--- config.mk ---
export PLATFORM = sky130hd
export DESIGN_NAME = spi_sipo_rx
export DESIGN_NICKNAME = d
export VERILOG_FILES = /design/src/rtl/spi_sipo_rx.sv
export SDC_FILE = /design/constraint.sdc
export NUM_CORES = 1
export LEC_CHECK = 0
export CAP_MARGIN = 30
export CORE_AREA = 5 5 50 52
export CTS_CLUSTER_DIAMETER = 150
export DETAILED_ROUTE_END_ITERATION = 6
export DIE_AREA = 0 0 55 57
export PLACE_DENSITY_LB_ADDON = 0.25
export SLEW_MARGIN = 20
export SYNTH_ARGS = -nofsm -noshare
export SYNTH_HDL_FRONTEND = slang
export SYNTH_SLANG_ARGS = --single-unit
--- constraint.sdc ---
create_clock -name clk -period 2.05 [get_ports clk]
set_clock_uncertainty 0.05 [all_clocks]
set_input_delay 0.41 -clock clk [delete_from_list [all_inputs] [get_ports clk]]
set_output_delay 0.41 -clock clk [all_outputs]
set_load 0.005 [all_outputs]
--- src/rtl/spi_sipo_rx.sv ---
// spi_sipo_rx: serial-in/parallel-out SPI receive shift register with valid/ack handoff
module spi_sipo_rx #(
  parameter int WIDTH = 8,
  parameter bit MSB_FIRST = 1'b1
) (
  input  logic                       clk,
  input  logic                       rst,
  input  logic                       ena,
  input  logic                       clr,
  input  logic                       DatIn,
  input  logic                       ack,
  output logic [WIDTH-1:0]           DatOut,
  output logic                       valid,
  output logic                       busy,
  output logic                       overrun,
  output logic [$clog2(WIDTH+1)-1:0] BitCnt
);
  localparam int CW = $clog2(WIDTH+1);
  logic [WIDTH-1:0] sr, sr_nxt;
  logic done;
  assign sr_nxt = MSB_FIRST ? {sr[WIDTH-2:0], DatIn} : {DatIn, sr[WIDTH-1:1]};
  assign done = ena && !clr && BitCnt == CW'(WIDTH-1);
  assign busy = |BitCnt;
  always_ff @(posedge clk or negedge rst)
    if (!rst) begin
      sr      <= '0;
      BitCnt  <= '0;
      DatOut  <= '0;
      valid   <= 1'b0;
      overrun <= 1'b0;
    end else begin
      if (clr) begin
        sr      <= '0;
        BitCnt  <= '0;
        overrun <= 1'b0;
      end else if (ena) begin
        sr     <= sr_nxt;
        BitCnt <= done ? '0 : BitCnt + 1'b1;
      end
      // a completion while the previous word is still pending is dropped, not queued
      if (done && (!valid || ack)) begin
        DatOut <= sr_nxt;
        valid  <= 1'b1;
      end else if (done) overrun <= 1'b1;
      else if (ack) valid <= 1'b0;
    end
endmodule

==> impl_results.md <==
* Count of port buffers added during placement at 20
* Post-layout net count at around 110
* Initial DRT Pass Iterations at 2
* Worst Path Arrival at 1500 ps
* Headroom to the max-slew limit at 82.98%
* PD cells at just under 600 nW/um2
* Worst setup SP type: flop
* I/O pins at 21
* Layout overhead on the synthesized area at 33.95%
* GR Util All Layers at 11.48%
* Ant diodes at 0
* Yosys reg bits at 21
* DR vias/cell at 4.632
* Crit path cell chain: inv_1 > ha_1 > nand2_1 > clkdlybuf4s50_1
* Max-cap violation count at 0
* Delay of the slowest critical-path stage at just under 500 ps
* Worst Path Class, Setup: flop to output pin
* CTS Buffer Depth at 2
* Synth area leader: dfrtp_1
* Sequential-to-total area share from yosys stat at 59.66%
* Register area at ~530 um2
* Final Util at 57.19%
* CTS sink count at 21
* DIE HEIGHT at about 57 um
* Overflow after GRT at 0
* Maximum clock frequency at about 500 MHz
* Final Setup Violations at 0
* First-pass GRT wire length at 2594 um
* Setup crit end kind: output pin
* GPL Wtd Cong at 0.7049
* Overall routed net length at about 1500 um
* Crit path time final at ~2000 ps
* Worst slew pin tran at 255.3 ps
* Largest net degree at the start of global routing at 22
* Synth cell types at 17
* Synth Warn # at 0
* Layout cells sized above 1 at between 15 and 20%
* Peak VDD IR at around 0.00047 V
* Dpl hpwl at between 1000 and 1500 um
* Die Span X at 55 um
* Initial antenna violation count at 0
* DRT iter0 DRCs at 1
* Crit Reg-Reg Startpoint: BitCnt[1]$_DFFE_PN0P_
* Final hold violation count at 0
* Most frequent cells in the layout: dfrtp_1, clkdlybuf4s50_1, nor2_1, mux2i_1, mux2_2
* Status: finished, final reports clean
* CTS tree: built
* Top-area cell type share of the netlist area at about three fifths
* RSZ-0062 raised after global routing: false
* Syn Inst Count at 69
* Multi-input gate area at 335.3 um2
* CTS root buffer: clkbuf_4
* Cts-stage hold buffer count at 0
* Mapped Area at between 800 and 900 um2
* Sum Neg Setup Slack at 0 ps
* Starting density of the core at a little over two fifths
* WL/cell at around 12 um
* DRC Markers at 0
* Synthesized area per cell at approximately 13 um2
* Core region area at roughly 2100 um2
* Worst-Skew Late Latency at ~290 ps
* Vias in the first global route at roughly 590
* Critical-path top delay cell: clkdlybuf4s50_1
* Worst Path Max Fanout at 5
* Fillers at a little under 200
* Reg clk slew, reported paths at around 110 ps
* Tcrit/Tclk final at between 90% and 100%
* Crit. Startpoint: BitCnt[0]$_DFFE_PN0P_
* DRT antenna net count at 0
* Slew Limit Fails at 0
* Worst EP required at 1590 ps
* Die area at roughly 3100 um2
* Via count at roughly 580
* Worst min path class: primary input to async pin
* Rows at 17
* Net count after synthesis at slightly below 80
* H-Tree Depth at 1
* Area contributors post-synth: dfrtp_1, mux2_2, mux2i_1, nor2_1, ha_1
* Final Power at just under 0.7 mW
* TritonCTS buffer count at 3
* Static Leak at roughly 0.57 nW
==> where the power goes <==
part / switching, mW / total [mW] / internal (mW)
Clock: 0.113 / 0.189 / 0.0757
Combinational: 0.0318 / 0.0710 / 0.0392
Sequential: 0.00675 / 0.428 / 0.421
Total: 0.152 / 0.687 / 0.536
==> Yosys cell counts, drive strengths merged <==
| library cell | n |
|---|---|
| dfrtp | 21 |
| nor2 | 11 |
| mux2 | 8 |
| mux2i | 8 |
| nand2 | 4 |
| inv | 3 |
| ha | 2 |
| nand2b | 2 |
| or3 | 2 |
| a21oi | 1 |
| buf | 1 |
| clkbuf | 1 |
| nand4 | 1 |
| nor4b | 1 |
| o22ai | 1 |
| xnor2 | 1 |
| xor2 | 1 |
==> worst max-delay path, delay by kind of cell (launching register included) <==
family / cells / cell delay [ps]
simple gates: 1 / 50
fa+ha+maj: 1 / 190
buf+inv: 2 / 540
flops: 1 / 420
==> registers in the layout (all words and copies together) (netlist names) <==
| signal | count |
|---|---|
| DatOut | 8 |
| sr | 7 |
| BitCnt | 4 |
| overrun | 1 |
| valid | 1 |
==> worst paths after layout <==
check,cells past startpoint,slack [ps],to
hold / removal,2,390,DatOut[3]$_DFFE_PN0P_
max in group asynchronous,2,1330,BitCnt[0]$_DFFE_PN0P_
min in group clk,1,470,DatOut[1]$_DFFE_PN0P_
setup reg to reg,6,320,DatOut[7]$_DFFE_PN0P_
setup / recovery,4,90,busy
hold reg to reg,1,470,DatOut[1]$_DFFE_PN0P_
==> logic make-up after synthesis <==
logic type	synth area share [%]
AOI/OAI and AO/OA	1.278
xor gates and xnor gates	1.989
adders and majority gates	2.840
buffers and inverters	2.272
DFF	59.66
muxes	19.32
and+or+nand+nor	12.64
==> per-stage QoR <==
| stage | hold WS [ps] | cell area [um2] | instances | setup slack, ps |
|---|---|---|---|---|
| 2_1_floorplan | 64.41 | 880.8 | 69 | 353.0 |
| 3_3_place_gp | 443.7 | 1145 | 120 | 84.03 |
| 3_5_place_dp | 448.6 | 1145 | 120 | 79.75 |
| 4_1_cts | 392.9 | 1171 | 124 | 32.41 |
| 5_1_grt | 404.6 | 1180 | 125 | 6.282 |
| 6_report | 387.9 | 1180 | 125 | 94.70 |
==> what timing repair did <==
action	4_1_cts	5_1_grt
setup endpoints to repair	0	1
resized for setup	0	1
buffers inserted	0	1
==> routing by layer <==
layer  wire length (um)  track usage (%)  part of all wire (%)  vias up
met5                  0                0                     0        -
li1                   -                -                     -      287
met2                716            16.55                    48       14
met4                 37            5.208                   2.5        0
met3                 74            3.133                   4.9        4
met1                670            15.91                    45      274
==> area by class of cell <==
cell class	count	share of cell area (%)
sequential	21	44.64
multi-input combinational	43	28.42
timing repair buffer	26	20.78
tap	28	2.969
clock buffer	4	2.227
inverter	3	0.9544
Power figures use the tool's default switching activity.
